[src/rtl/inst_fetch.sv]
`default_nettype none

`ifndef ADDR_WIDTH
`define ADDR_WIDTH 32
`endif

`ifndef STOP
`define STOP 1'b1
`endif

// ============================================================================
// Module      : inst_fetch
// Description : Instruction-fetch stage. Issues one instruction-bus request at
//               a time, tolerates wait states, discards data belonging to a
//               flushed fetch, and parks a completed fetch in a hold buffer
//               while decode is stalled.
// Revision    : 1.0 - initial release
// ----------------------------------------------------------------------------
// Ports
//   clk_in             in   1       clock, all state updates on posedge
//   reset_in           in   1       synchronous active-high reset
//   chip_enable_in     in   1       fetch permitted when high
//   pc_in              in   ADDR_W  current PC from the PC stage
//   stall_in           in   6       pipe-ctrl stall vector (bit 1 = decode)
//   jump_flush_in      in   1       branch/jump flush
//   interrupt_flush_in in   1       interrupt flush
//   mem_req_out        out  1       instruction-bus request
//   mem_addr_out       out  ADDR_W  instruction-bus address
//   mem_ack_in         in   1       bus acknowledge, data valid this cycle
//   mem_rdata_in       in   32      bus read data
//   stall_req_out      out  1       fetch-pending stall request
//   id_pc_out          out  ADDR_W  registered PC to decode
//   id_inst_out        out  32      registered instruction to decode
// ============================================================================
module inst_fetch #(
  parameter logic [31:0] NOP_INST = 32'h00000013,
  parameter int          ADDR_W   = `ADDR_WIDTH
) (
  input  logic              clk_in,
  input  logic              reset_in,
  input  logic              chip_enable_in,
  input  logic [ADDR_W-1:0] pc_in,
  input  logic [5:0]        stall_in,
  input  logic              jump_flush_in,
  input  logic              interrupt_flush_in,
  output logic              mem_req_out,
  output logic [ADDR_W-1:0] mem_addr_out,
  input  logic              mem_ack_in,
  input  logic [31:0]       mem_rdata_in,
  output logic              stall_req_out,
  output logic [ADDR_W-1:0] id_pc_out,
  output logic [31:0]       id_inst_out
);

  typedef enum logic [1:0] {
    ST_IDLE = 2'd0,
    ST_WAIT = 2'd1,
    ST_DROP = 2'd2,
    ST_HOLD = 2'd3
  } state_t;

  state_t              r_state;
  state_t              w_next_state;

  logic [ADDR_W-1:0]   r_req_addr;
  logic [ADDR_W-1:0]   r_hold_pc;
  logic [31:0]         r_hold_inst;

  logic                w_flush;
  logic                w_dec_stop;
  logic                w_req_now;
  logic                w_req_load;
  logic                w_hold_load;
  logic                w_hold_clr;
  logic                w_deliver;
  logic [ADDR_W-1:0]   w_del_pc;
  logic [31:0]         w_del_inst;

  assign w_flush    = jump_flush_in | interrupt_flush_in;
  assign w_dec_stop = (stall_in[1] == `STOP);

  // Next state, bus outputs and the "completed fetch" payload. The payload
  // (w_del_pc/w_del_inst) feeds both the ID registers and the hold buffer;
  // which one takes it depends on the decode stall.
  always_comb begin
    w_next_state  = r_state;
    mem_req_out   = 1'b0;
    mem_addr_out  = r_req_addr;
    stall_req_out = 1'b0;
    w_req_now     = 1'b0;
    w_req_load    = 1'b0;
    w_hold_load   = 1'b0;
    w_hold_clr    = 1'b0;
    w_deliver     = 1'b0;
    w_del_pc      = r_req_addr;
    w_del_inst    = mem_rdata_in;

    case (r_state)
      ST_IDLE: begin
        w_req_now     = chip_enable_in & ~w_flush;
        mem_req_out   = w_req_now;
        mem_addr_out  = pc_in;
        w_req_load    = w_req_now;
        w_del_pc      = pc_in;
        stall_req_out = w_req_now & ~mem_ack_in;
        if (w_req_now) begin
          if (mem_ack_in) begin
            // Zero-wait completion.
            if (w_dec_stop) begin
              w_hold_load  = 1'b1;
              w_next_state = ST_HOLD;
            end else begin
              w_deliver = 1'b1;
            end
          end else begin
            w_next_state = ST_WAIT;
          end
        end
      end

      ST_WAIT: begin
        mem_req_out   = 1'b1;
        stall_req_out = ~mem_ack_in;
        if (w_flush) begin
          // Ack alongside the flush ends the transfer; otherwise wait it out.
          w_next_state = mem_ack_in ? ST_IDLE : ST_DROP;
        end else if (mem_ack_in) begin
          if (w_dec_stop) begin
            w_hold_load  = 1'b1;
            w_next_state = ST_HOLD;
          end else begin
            w_deliver    = 1'b1;
            w_next_state = ST_IDLE;
          end
        end
      end

      ST_DROP: begin
        // The bus transfer must still complete; its data is discarded.
        mem_req_out   = 1'b1;
        stall_req_out = ~mem_ack_in;
        if (mem_ack_in) begin
          w_next_state = ST_IDLE;
        end
      end

      ST_HOLD: begin
        w_del_pc   = r_hold_pc;
        w_del_inst = r_hold_inst;
        if (w_flush) begin
          w_hold_clr   = 1'b1;
          w_next_state = ST_IDLE;
        end else if (!w_dec_stop) begin
          w_deliver    = 1'b1;
          w_next_state = ST_IDLE;
        end
      end

      default: begin
        w_next_state = ST_IDLE;
      end
    endcase

    if (reset_in) begin
      mem_req_out   = 1'b0;
      stall_req_out = 1'b0;
    end
  end

  always_ff @(posedge clk_in) begin
    if (reset_in) begin
      r_state     <= ST_IDLE;
      r_req_addr  <= '0;
      r_hold_pc   <= '0;
      r_hold_inst <= '0;
      id_pc_out   <= '0;
      id_inst_out <= NOP_INST;
    end else begin
      r_state <= w_next_state;

      if (w_req_load) begin
        r_req_addr <= pc_in;
      end

      if (w_hold_load) begin
        r_hold_pc   <= w_del_pc;
        r_hold_inst <= w_del_inst;
      end else if (w_hold_clr) begin
        r_hold_pc   <= '0;
        r_hold_inst <= '0;
      end

      // Flush beats a decode stall; a stalled decode keeps what it has.
      if (w_flush) begin
        id_pc_out   <= '0;
        id_inst_out <= NOP_INST;
      end else if (w_dec_stop) begin
        id_pc_out   <= id_pc_out;
        id_inst_out <= id_inst_out;
      end else if (w_deliver) begin
        id_pc_out   <= w_del_pc;
        id_inst_out <= w_del_inst;
      end else begin
        id_pc_out   <= '0;
        id_inst_out <= NOP_INST;
      end
    end
  end

endmodule

`default_nettype wire
[config.mk]
export PLATFORM = sky130hd
export DESIGN_NAME = inst_fetch
export DESIGN_NICKNAME = d
export VERILOG_FILES = /design/src/rtl/inst_fetch.sv
export SDC_FILE = /design/constraint.sdc
export NUM_CORES = 1
export LEC_CHECK = 0
export BUFFER_PORTS_ARGS = -buffer_cell sky130_fd_sc_hd__buf_2
export CAP_MARGIN = 20
export CORE_MARGIN = 4
export CORE_UTILIZATION = 45
export CTS_CLUSTER_SIZE = 16
export DETAILED_ROUTE_END_ITERATION = 10
export GPL_ROUTABILITY_DRIVEN = 0
export PLACE_DENSITY = 0.69
export SLEW_MARGIN = 20
export SYNTH_ARGS = -nofsm -noshare
export SYNTH_HDL_FRONTEND = slang
export SYNTH_SLANG_ARGS = --single-unit
[constraint.sdc]
create_clock -name clk_in -period 4.02 [get_ports clk_in]
set_input_delay 0.402 -clock clk_in [delete_from_list [all_inputs] [get_ports clk_in]]
set_output_delay 0.402 -clock clk_in [all_outputs]
set_load 0.02 [all_outputs]
==> summary.md <==
| Metric | Value |
|---|---|
| Result of the run | finished, final reports clean |
| Min cycle time layout | 2.93 ns |
| Logic pwr share | 0.361 |
| Total power per unit cell area | 602 mW/mm² |
| Clock Path Buffers | 2 |
| Num Clock Sinks | 162 |
| First-pass GRT wire length | 32600 µm |
| Crit-path cells | inv_1 > ha_2 > buf_4 > and3_1 > nor2_1 > nor4_1 > buf_2 |
| Cell at the slowest stage of the critical path | sky130_fd_sc_hd__buf_4 |
| Net Sw Frac | 0.368 |
| Skew-Pair Late Insertion Delay | 0.43 ns |
| Number of global-route vias before repair | 6142 |
| Routed wire length | 20500 µm |
| Number of buffers inserted for hold repair after clock tree synthesis | 0 |
| Max-cap viol count | 0 |
| Slew HR | 0.315 |
| Layout area overhead | 20.5% |
| Type of the worst setup path | flop to primary output |
| GRT Util Overall | 0.219 |
| Total number of yosys warnings | 0 |
| Pin count of the biggest net entering global routing | 69 |
| Setup violations, final | 0 |
| Number of CTS-inserted buffers | 17 |
| Maximum fanout along the worst path | 68 |
| Ratio of final minimum period to clock period | 0.728 |
| Total of buffers placed on input and output ports | 168 |
| Post-synthesis cell count | 862 |
| Worst hold path depth | 3 |
| Clock-pin slew reported for the worst setup and hold paths after clock tree synthesis | 0.07 ns |
| Flip-flop and latch count after synthesis | 162 |
| Yosys top cell area share | 0.437 |
| Final Power | 5.38 mW |
| Initial antenna violation count | 1 |
| Hold Crit Class | input port to flop |
| Achievable Freq | 342 MHz |
| FP Rows | 46 |
| Post-route design area | 0.00894 mm² |
| Endpoint of the most critical register-to-register path | r_req_addr[1]$_SDFFE_PP0P_ |
| Hpwl dp | 12200 µm |
| Total die area | 0.0186 mm² |
| Actual transition at the worst max-transition pin | 1.02 ns |
| Ports | 174 |
| Clock power share | 0.324 |
| Routed length per placed instance | 17.0 µm |
| Avg Synthesized Cell Area | 8.61 µm² |
| Overflow left after global routing | 0 |
| Largest stage delay on the critical path | 0.67 ns |
| Logic depth of the worst setup path including buffers | 7 |
| Core area | 0.0160 mm² |
| Via count | 6746 |
| Cell at the root of the clock tree | sky130_fd_sc_hd__clkbuf_16 |
| Share of power burned in registers | 0.316 |
| Critical path arrival | 2.52 ns |
| Chip width | 136 µm |
| Pint | 3.40 mW |
| Setup TNS after final layout | 0 ns |
| Crit path capture | stall_req_out |
| Cell area after synthesis | 0.00742 mm² |
| Worst IR Drop VDD | 0.435 mV |
| Critical Path Source | r_state[0]$_SDFFE_PP0P_ |
| Number of design rule violations left after detail routing | 0 |
| Number of distinct library cells after synthesis | 36 |
| Y dimension of the die | 136 µm |
| Max Transition Viols Final | 0 |
| Crit path max-delay family | buffers and inverters |
| Vias per Instance | 5.58 |
| Unrepaired setup endpoints after global routing | false |
| H-Tree Depth | 4 |
| Gates resized, CTS repair | 0 |
| Net count after synthesis | 942 |
| Reg2reg path depth | 7 |
| Count of routing violations after the opening detailed-route iteration | 609 |
| CTS tree | built |
| Nets | 1058 |
| Initial core utilization | 0.464 |
| Leakage | 3.29 nW |
| Number of hold-slack violations in the final timing report | 0 |
| Remaining antenna violation count | 0 |
| Worst reg-to-reg setup slack | 1.15 ns |
| Final setup skew | 0.00807 ns |
| Sequential element share of the synthesized area | 0.437 |
| Startpoint of the worst register-to-register path | r_state[0]$_SDFFE_PP0P_ |
| Fraction of final layout cells sized beyond drive strength 1 | 0.294 |
| Required @ worst endpoint | 3.62 ns |
| Worst setup EP type | primary output |
| Most area-consuming cells after synthesis | sky130_fd_sc_hd__dfxtp_1 44%, sky130_fd_sc_hd__mux2_2 9.7%, sky130_fd_sc_hd__nand2_1 8.1% |
| Count of buffering cells on the critical path with inverters included | 3 |
| Setup crit start kind | flop |
| Number of buffers inserted to repair setup after CTS | 0 |
| Psw | 1.98 mW |
| Detailed-router iteration count before antenna repair | 6 |
| Instance area at placement | 0.00830 mm² |
| Area leader, netlist | sky130_fd_sc_hd__dfxtp_1 |
[final cells by class]
class / count / area (µm²)
fillers: 1516 / 7060
diodes: 1 / 2.50
repair buffers: 183 / 981
clock buffers: 22 / 494
clock inverters: 10 / 148
multi-input cells: 607 / 3780
flip-flops and latches: 162 / 3240
inverters: 7 / 26.3
well taps: 216 / 270
[state kept, by name, indices dropped and copies added, names as in the netlist]
register     count
id_inst_out     32
id_pc_out       32
r_hold_inst     32
r_hold_pc       32
r_req_addr      32
r_state          2
[worst min path at each step]
stage	to	start	slack [ns]
global placement	id_pc_out[31]$_SDFFE_PP0N_	id_pc_out[31]$_SDFFE_PP0N_	0.45
detailed placement	r_req_addr[27]$_SDFFE_PP0P_	r_req_addr[27]$_SDFFE_PP0P_	0.46
floorplan	r_req_addr[0]$_SDFFE_PP0P_	r_req_addr[0]$_SDFFE_PP0P_	0.45
global route	r_req_addr[29]$_SDFFE_PP0P_	pc_in[29]	0.23
finish	r_req_addr[16]$_SDFFE_PP0P_	pc_in[16]	0.23
CTS	r_req_addr[16]$_SDFFE_PP0P_	pc_in[16]	0.22
[layout by cell type, fill, tap and decap left out, drive strengths merged, types with 2 or more instances in the layout]
master    count
or2           3
o21ai        34
a21oi        97
buf         183
a22oi        32
inv           8
clkinvlp      3
ha            4
clkbuf       22
mux2         64
dfxtp       162
nor3          2
a32oi        64
nand3b       61
bufinv        3
clkinv        3
mux2i         3
nand2       160
nor2         68
[synth_stat cells]
| cell type | number |
|---|---|
| sky130_fd_sc_hd__a211oi_1 | 1 |
| sky130_fd_sc_hd__a21oi_1 | 97 |
| sky130_fd_sc_hd__a221oi_1 | 1 |
| sky130_fd_sc_hd__a22oi_1 | 32 |
| sky130_fd_sc_hd__a311oi_1 | 1 |
| sky130_fd_sc_hd__a31o_2 | 1 |
| sky130_fd_sc_hd__a31oi_1 | 1 |
| sky130_fd_sc_hd__a32oi_1 | 64 |
| sky130_fd_sc_hd__and3_1 | 1 |
| sky130_fd_sc_hd__buf_1 | 6 |
| sky130_fd_sc_hd__buf_12 | 2 |
| sky130_fd_sc_hd__buf_2 | 9 |
| sky130_fd_sc_hd__buf_8 | 5 |
| sky130_fd_sc_hd__clkbuf_1 | 64 |
| sky130_fd_sc_hd__dfxtp_1 | 162 |
| sky130_fd_sc_hd__ha_1 | 4 |
| sky130_fd_sc_hd__inv_1 | 7 |
| sky130_fd_sc_hd__mux2_2 | 64 |
| sky130_fd_sc_hd__mux2i_1 | 3 |
| sky130_fd_sc_hd__nand2_1 | 160 |
| sky130_fd_sc_hd__nand3_1 | 1 |
| sky130_fd_sc_hd__nand3b_1 | 61 |
| sky130_fd_sc_hd__nor2_1 | 68 |
| sky130_fd_sc_hd__nor3_1 | 1 |
| sky130_fd_sc_hd__nor3_4 | 1 |
| sky130_fd_sc_hd__nor3b_1 | 1 |
| sky130_fd_sc_hd__nor4_1 | 1 |
| sky130_fd_sc_hd__nor4b_1 | 1 |
| sky130_fd_sc_hd__o21ai_0 | 33 |
| sky130_fd_sc_hd__o21ai_1 | 1 |
| sky130_fd_sc_hd__o21bai_1 | 1 |
| sky130_fd_sc_hd__o2bb2ai_2 | 1 |
| sky130_fd_sc_hd__or2_2 | 3 |
| sky130_fd_sc_hd__or2b_1 | 1 |
| sky130_fd_sc_hd__or3_1 | 1 |
| sky130_fd_sc_hd__or3b_4 | 1 |
[metal layers]
layer	track usage	part of all wire
met3	0.0537	0.073
met1	0.303	0.46
met4	0.0538	0.011
met5	0	0
met2	0.345	0.45
[tightest hold or removal path, stage by stage]
cell and delay, ns:
sky130_fd_sc_hd__buf_2 0.11, sky130_fd_sc_hd__nand2_1 0.05, sky130_fd_sc_hd__a21oi_1 0.05
[stage by stage]
| stage | hold WS (ns) | utilization | setup slack [ns] | cells |
|---|---|---|---|---|
| 2_1_floorplan | 0.447 | - | 1.68 | 862 |
| 6_report | 0.231 | 0.559 | 1.09 | 1208 |
| 3_3_place_gp | 0.455 | 0.519 | 1.13 | 1175 |
| 3_5_place_dp | 0.463 | 0.519 | 1.12 | 1175 |
| 5_1_grt | 0.227 | 0.559 | 0.876 | 1208 |
| 4_1_cts | 0.223 | 0.559 | 1.09 | 1207 |
[kinds of logic after synthesis]
logic type	share of synthesized area
muxes	0.101
adders and majority gates	0.00674
and+or+nand+nor	0.190
buffers and inverters	0.0605
AOI/OAI and AO/OA	0.205
DFF	0.437
[power by group through the flow]
stage,Sequential [mW],Combinational [mW],Clock (mW)
finish,1.70,1.94,1.74
global route,1.70,2.12,1.83
CTS,1.70,1.94,1.77
detailed placement,1.73,1.93,0
global placement,1.73,1.92,0
floorplan,1.72,1.42,0
No activity file was read; power rests on OpenSTA's default activity.
